===== src/rtl/sched_pkg.sv =====
// rtl/sched_pkg.sv - shared scheduler constants and clog2 helper
package sched_pkg;

  localparam int ARB_FIXED       = 0;
  localparam int ARB_RR          = 1;
  localparam int SCHED_AER_WIDTH = 12;
  localparam int SCHED_DEPTH     = 128;

  function automatic int clog2(input int n);
    int r;
    r = 0;
    for (int i = 0; i < 31; i++) begin
      if ((1 << i) < n) r = i + 1;
    end
    return r;
  endfunction

endpackage


===== src/rtl/sched_chan_fifo.sv =====
// rtl/sched_chan_fifo.sv - one circular event FIFO with occupancy, flush and show-ahead head
module sched_chan_fifo #(
  parameter int WIDTH      = 12,
  parameter int DEPTH      = 128,
  parameter int DEPTH_ADDR = 7
) (
  input  logic                  clk,
  input  logic                  rst_n,
  input  logic                  push,
  input  logic [WIDTH-1:0]      push_data,
  input  logic                  pop,
  input  logic                  flush,
  output logic                  full,
  output logic                  empty,
  output logic [DEPTH_ADDR:0]   occ,
  output logic [WIDTH-1:0]      head_data
);

  localparam logic [DEPTH_ADDR:0]   OCC_FULL = (DEPTH_ADDR + 1)'(DEPTH);
  localparam logic [DEPTH_ADDR:0]   OCC_ONE  = (DEPTH_ADDR + 1)'(1);
  localparam logic [DEPTH_ADDR-1:0] PTR_ONE  = DEPTH_ADDR'(1);

  logic [WIDTH-1:0]      mem_q [DEPTH];
  logic [DEPTH_ADDR-1:0] wr_ptr_q, wr_ptr_d;
  logic [DEPTH_ADDR-1:0] rd_ptr_q, rd_ptr_d;
  logic [DEPTH_ADDR:0]   occ_q, occ_d;
  logic                  push_ok, pop_ok;

  assign full      = (occ_q == OCC_FULL);
  assign empty     = (occ_q == '0);
  assign occ       = occ_q;
  assign head_data = mem_q[rd_ptr_q];

  // Full is judged on the registered count, so a pop never frees room for a same-cycle push.
  assign push_ok = push && !full;
  assign pop_ok  = pop && !empty;

  always_comb begin
    wr_ptr_d = wr_ptr_q;
    rd_ptr_d = rd_ptr_q;
    occ_d    = occ_q;
    if (flush) begin
      wr_ptr_d = '0;
      rd_ptr_d = '0;
      occ_d    = '0;
    end else begin
      if (push_ok) wr_ptr_d = wr_ptr_q + PTR_ONE;
      if (pop_ok)  rd_ptr_d = rd_ptr_q + PTR_ONE;
      case ({push_ok, pop_ok})
        2'b10:   occ_d = occ_q + OCC_ONE;
        2'b01:   occ_d = occ_q - OCC_ONE;
        default: occ_d = occ_q;
      endcase
    end
  end

  always_ff @(posedge clk or negedge rst_n) begin
    if (!rst_n) begin
      wr_ptr_q <= '0;
      rd_ptr_q <= '0;
      occ_q    <= '0;
    end else begin
      wr_ptr_q <= wr_ptr_d;
      rd_ptr_q <= rd_ptr_d;
      occ_q    <= occ_d;
    end
  end

  // Storage is never cleared; stale words are unreachable once the pointers reset.
  always_ff @(posedge clk) begin
    if (push_ok && !flush) mem_q[wr_ptr_q] <= push_data;
  end

endmodule


===== src/rtl/sched_mc_arb.sv =====
// rtl/sched_mc_arb.sv - multi-channel AER scheduler: per-channel FIFOs arbitrated onto one output
// Optional drop counter output enabled by SCHED_DROP_CNT_EN.
module sched_mc_arb
  import sched_pkg::*;
#(
  parameter int NUM_CH     = 2,
  parameter int AER_WIDTH  = SCHED_AER_WIDTH,
  parameter int DEPTH      = SCHED_DEPTH,
  parameter int DEPTH_ADDR = clog2(DEPTH),
  parameter int ARB_MODE   = ARB_FIXED,
  parameter int CH_W       = (NUM_CH > 1) ? clog2(NUM_CH) : 1
) (
  input  logic                               CLK,
  input  logic                               RSTN,
  input  logic [NUM_CH-1:0]                  CTRL_SCHED_EVENT_IN,
  input  logic [NUM_CH*AER_WIDTH-1:0]        CTRL_SCHED_DATA_IN,
  input  logic                               CTRL_SCHED_POP_N,
  input  logic                               CTRL_SCHED_FLUSH,
  output logic                               SCHED_EMPTY,
  output logic [NUM_CH-1:0]                  SCHED_FULL,
  output logic [AER_WIDTH-1:0]               SCHED_DATA_OUT,
  output logic [CH_W-1:0]                    SCHED_CH_OUT,
  output logic [NUM_CH*(DEPTH_ADDR+1)-1:0]   SCHED_OCC
`ifdef SCHED_DROP_CNT_EN
  , output logic [15:0]                      SCHED_DROP_CNT
`endif
);

  logic [NUM_CH-1:0]    chan_empty;
  logic [NUM_CH-1:0]    chan_full;
  logic [NUM_CH-1:0]    chan_pop;
  logic [AER_WIDTH-1:0] chan_head [NUM_CH];
  logic [DEPTH_ADDR:0]  chan_occ  [NUM_CH];

  logic [CH_W-1:0]      rr_ptr_q, rr_ptr_d;
  logic [CH_W-1:0]      search_base;
  logic [CH_W-1:0]      cand;
  logic [CH_W-1:0]      grant_idx;
  logic                 grant_valid;
  logic                 pop_eff;

  for (genvar i = 0; i < NUM_CH; i++) begin : g_chan
    sched_chan_fifo #(
      .WIDTH      (AER_WIDTH),
      .DEPTH      (DEPTH),
      .DEPTH_ADDR (DEPTH_ADDR)
    ) u_fifo (
      .clk       (CLK),
      .rst_n     (RSTN),
      .push      (CTRL_SCHED_EVENT_IN[i]),
      .push_data (CTRL_SCHED_DATA_IN[i*AER_WIDTH +: AER_WIDTH]),
      .pop       (chan_pop[i]),
      .flush     (CTRL_SCHED_FLUSH),
      .full      (chan_full[i]),
      .empty     (chan_empty[i]),
      .occ       (chan_occ[i]),
      .head_data (chan_head[i])
    );

    assign chan_pop[i] = pop_eff && (grant_idx == CH_W'(i));
    assign SCHED_OCC[i*(DEPTH_ADDR+1) +: (DEPTH_ADDR+1)] = chan_occ[i];
  end

  // Fixed priority is round-robin search pinned to base 0.
  always_comb begin
    search_base = (ARB_MODE == ARB_RR) ? rr_ptr_q : '0;
    grant_valid = 1'b0;
    grant_idx   = '0;
    cand        = '0;
    for (int k = 0; k < NUM_CH; k++) begin
      cand = CH_W'((int'(search_base) + k) % NUM_CH);
      if (!grant_valid && !chan_empty[cand]) begin
        grant_valid = 1'b1;
        grant_idx   = cand;
      end
    end
  end

  assign pop_eff        = !CTRL_SCHED_POP_N && grant_valid;
  assign SCHED_EMPTY    = &chan_empty;
  assign SCHED_FULL     = chan_full;
  assign SCHED_DATA_OUT = grant_valid ? chan_head[grant_idx] : '0;
  assign SCHED_CH_OUT   = grant_idx;

  always_comb begin
    rr_ptr_d = rr_ptr_q;
    if (CTRL_SCHED_FLUSH) begin
      rr_ptr_d = '0;
    end else if (pop_eff && (ARB_MODE == ARB_RR)) begin
      rr_ptr_d = (int'(grant_idx) == NUM_CH - 1) ? '0 : grant_idx + CH_W'(1);
    end
  end

  always_ff @(posedge CLK or negedge RSTN) begin
    if (!RSTN) rr_ptr_q <= '0;
    else       rr_ptr_q <= rr_ptr_d;
  end

`ifdef SCHED_DROP_CNT_EN
  logic [15:0] drop_cnt_q, drop_cnt_d;
  logic [16:0] drop_sum;

  always_comb begin
    drop_sum = {1'b0, drop_cnt_q};
    for (int k = 0; k < NUM_CH; k++) begin
      if (CTRL_SCHED_EVENT_IN[k] && chan_full[k]) drop_sum = drop_sum + 17'd1;
    end
    if (CTRL_SCHED_FLUSH)          drop_cnt_d = '0;
    else if (drop_sum > 17'h0FFFF) drop_cnt_d = 16'hFFFF;
    else                           drop_cnt_d = drop_sum[15:0];
  end

  always_ff @(posedge CLK or negedge RSTN) begin
    if (!RSTN) drop_cnt_q <= '0;
    else       drop_cnt_q <= drop_cnt_d;
  end

  assign SCHED_DROP_CNT = drop_cnt_q;
`endif

endmodule


===== config.mk =====
export PLATFORM = sky130hd
export DESIGN_NAME = sched_mc_arb
export DESIGN_NICKNAME = d
export VERILOG_FILES = /design/src/rtl/sched_pkg.sv /design/src/rtl/sched_chan_fifo.sv /design/src/rtl/sched_mc_arb.sv
export SDC_FILE = /design/constraint.sdc
export NUM_CORES = 2
export LEC_CHECK = 0
export CELL_PAD_IN_SITES_DETAIL_PLACEMENT = 0
export CELL_PAD_IN_SITES_GLOBAL_PLACEMENT = 1
export CORE_ASPECT_RATIO = 1.2
export CORE_MARGIN = 2
export CORE_UTILIZATION = 61
export DETAILED_ROUTE_END_ITERATION = 10
export HOLD_SLACK_MARGIN = 0.15
export PLACE_DENSITY = 0.88
export SETUP_SLACK_MARGIN = 0.5
export SLEW_MARGIN = 10
export SYNTH_ARGS = -nofsm -noshare
export SYNTH_HDL_FRONTEND = slang
export SYNTH_SLANG_ARGS = --single-unit
export TNS_END_PERCENT = 20

===== constraint.sdc =====
create_clock -name CLK -period 7.36 [get_ports CLK]
set_input_delay 1.472 -clock CLK [delete_from_list [all_inputs] [get_ports CLK]]
set_output_delay 1.472 -clock CLK [all_outputs]
set_load 0.1 [all_outputs]

==> results.sh <==
export IMPL_die_y_um=493.0
export IMPL_synth_edff_count=3072
export IMPL_nets=6017
export IMPL_dieArea_um2=202900
export IMPL_critical_path_required_ps=5890
export IMPL_io_pins=62
export IMPL_wl_um=311900
export IMPL_fmax_ghz=0.1375
export IMPL_ff2ff_path_depth=13
export IMPL_synth_area_leaders="edfxtp_1, mux4_2, mux2i_1"
export IMPL_numCtsBuffers=303
export IMPL_vias=61640
export IMPL_tns_ps=0
export IMPL_syn_area_um2=121600
export IMPL_htreeDepth=5
export IMPL_min_from="g_chan[1].u_fifo.occ[4]"
export IMPL_hold_viol=0
export IMPL_core_um2=198200
export IMPL_power_leakage_nw=41.47
export IMPL_setup_viol=0
export IMPL_synth_cell_types=76
export IMPL_r2r_end="g_chan[1].u_fifo.occ[7]"
export IMPL_r2r_start="g_chan[0].u_fifo.occ[1]"
export IMPL_final_seq_area_um2=93380
export IMPL_slowest_stage="o32ai_1"
export IMPL_die_w_um=411.5
export IMPL_slew_headroom_pct=10.29
export IMPL_cts_root_buf="clkbuf_16"
export IMPL_cts_reportedPaths_clkPinSlew_ps=70
export IMPL_cp_num_buf_inv=2
export IMPL_critPathTopFamily="compound AO/OA/AOI/OAI gates"
export IMPL_clk_latency_ps=950
export IMPL_via_per_inst=6.993
export IMPL_reg2reg_slack_ps=2740
export IMPL_synth_common_cells="edfxtp_1, mux4_2, nor2_1, mux2i_1, a21oi_1"
export IMPL_synth_most_common_cell="edfxtp_1"
export IMPL_worstMarginPinSlew_ps=1341
export IMPL_syn_area_per_cell_um2=21.49
export IMPL_status="finished, violations left"
export IMPL_start_util_pct=61.34
export IMPL_synth_ff_type="edfxtp_1"
export IMPL_gr_total_overflow=0
export IMPL_gp_congestion=0.8949
export IMPL_dr_pass1_iters=11
export IMPL_maxCapViolations=0
export IMPL_yosys_area_top_type="edfxtp_1"
export IMPL_grt_pass1_wl_um=446700
export IMPL_violations="DRC"
export IMPL_ys_ff_latch=3116
export IMPL_wl_per_cell_um=35.38
export IMPL_cp_slowest_stage_delay_ps=1050
export IMPL_row_count=179
export IMPL_timing_hold_ws_ps=556.1
export IMPL_synthCells=5657
export IMPL_arrival_ps=5800
export IMPL_drc=16
export IMPL_cts_tree="built"
export IMPL_path_class="reg -> out"
export IMPL_drtIter0Drc=9044
export IMPL_synthArstFlopShare_pct=1.412
export IMPL_layout_drive_gt1_share_pct=23.97
export IMPL_clock_path_buffers=4
export IMPL_cts_sinks=3116
export IMPL_synth_top_area_share_pct=75.88
export IMPL_synthToLayoutAreaGrowth_pct=11.22
export IMPL_skew_ps=45.41
export IMPL_finalMaxSlewViolations=0
export IMPL_grt_pass1_vias=62180
export IMPL_antenna_found_initial=9
export IMPL_ir_drop_uv=581.1
export IMPL_fin_crit_sh_pct=98.78
export IMPL_dpl_hpwl_um=180700
export IMPL_syn_num_nets=5705
export IMPL_worst_setup_path_start_kind="register"
export IMPL_crit_fanout=120
export IMPL_synth_warnings=0
export IMPL_hp_class="reg -> reg"
export IMPL_grt_start_max_net_pins=121
export IMPL_ant_nets=0
export IMPL_n_fill_cell=11580
export IMPL_ys_seq_area_share_pct=76.78
export IMPL_whs_path_depth=2
export IMPL_cts_hold_buf=0
export IMPL_io_buffer_count=61
export IMPL_holdPathEnd="g_chan[1].u_fifo.occ[4]"
export IMPL_rsz0062_at_grt="true"
export IMPL_power_density_nw_per_um2=321.2
export IMPL_cp_end_kind="output port"
export IMPL_multi_input_area_um2=26060
export IMPL_crit_chain="buf_12 > mux4_2 > mux2i_1 > o21ai_0 > a211oi_1 > o32ai_1 > buf_4"
export IMPL_grtUsageTotal_pct=30.97
export IMPL_total_power_w=0.04343
export IMPL_fin_crit_ps=7270
-- registers in the layout, indices dropped and copies added, names as in the netlist --
| register | count |
|---|---|
| g_chan.u_fifo.occ | 16 |
| g_chan.u_fifo.wr_ptr_q | 14 |
| g_chan.u_fifo.mem_q | 3072 |
| g_chan.u_fifo.rd_ptr_q | 14 |
-- area by class of cell --
cell class                      count  area share (%)
Clock inverter                    156           1.206
Antenna cell                        4        0.007403
Inverter                           11         0.03146
Multi-Input combinational cell   2208           19.27
Timing Repair Buffer              329           2.087
Sequential cell                  3116           69.06
Tap cell                         2624           2.428
Clock buffer                      367           5.902
-- what timing repair did --
item,CTS,global route
buffers inserted,2,1
pin swaps,0,0
gates cloned,0,0
resized for setup,5,4
endpoints found under the setup margin,7,8
-- per-stage QoR --
stage	utilization (%)	worst slack, ps	cell area [um2]	instances
3_3_place_gp	63.24	1055	125400	8282
2_1_floorplan	-	1108	121600	5657
3_5_place_dp	63.26	1186	125400	8282
5_1_grt	68.21	441.7	135200	8812
6_report	68.22	89.62	135200	8815
4_1_cts	68.13	464.6	135000	8807
-- per-layer routing --
layer	vias up	track usage (%)	routed length [um]
met5	-	0	77
met4	12	16.81	20210
met3	899	6.336	33030
met2	4469	50.79	155500
met1	31870	39.29	103000
li1	24390	-	-
-- worst max path at each step --
stage,start,to,slack (ps),depth (start not counted)
5_1_grt,g_chan[0].u_fifo.rd_ptr_q[1],SCHED_DATA_OUT[8],440,9
2_1_floorplan,g_chan[0].u_fifo.occ[1],SCHED_DATA_OUT[11],1110,7
4_1_cts,g_chan[1].u_fifo.rd_ptr_q[0],SCHED_DATA_OUT[1],460,8
3_3_place_gp,g_chan[0].u_fifo.rd_ptr_q[0],SCHED_DATA_OUT[8],1060,8
3_5_place_dp,g_chan[0].u_fifo.rd_ptr_q[0],SCHED_DATA_OUT[5],1190,9
6_report,g_chan[0].u_fifo.rd_ptr_q[1],SCHED_DATA_OUT[10],90,7
-- kinds of logic after synthesis --
kind of cell | after synthesis | synth area share [%]
buf+inv | 333 | 1.944
compound gates | 550 | 3.189
fa+ha+maj | 18 | 0.1976
xor+xnor | 34 | 0.2449
mux | 991 | 15.39
simple gates | 615 | 2.254
flops | 3116 | 76.78
-- cells in the final DEF, fill, tap and decap left out, types with 47 or more instances in the layout --
master / n
clkinv_2: 54
clkinv_1: 47
nor2_1: 306
nand2_1: 85
a22oi_1: 86
edfxtp_1: 3072
o21ai_0: 49
clkbuf_1: 55
o221ai_1: 56
clkbuf_16: 309
mux2i_1: 284
buf_4: 280
a21oi_1: 102
o22ai_1: 72
mux4_2: 655
-- where the power goes --
part / switching [W] / internal (W)
registers: 0.000198 / 0.0196
logic: 0.00500 / 0.00331
clock network: 0.00649 / 0.00888
total: 0.0117 / 0.0317
-- worst reg2reg max path: stages, from the launching register on --
cell and delay [ps]:
dfrtp_1 470, or4_1 600, nor2_4 140, nand2_1 770, nor3_1 440, buf_4 240
ha_1 240, a21o_1 170, a21oi_1 230, o21bai_1 110, a2111oi_0 520, o21ai_0 170
o31a_1 130, mux2_2 270
Note: power is estimated with default switching activity, not from simulation.
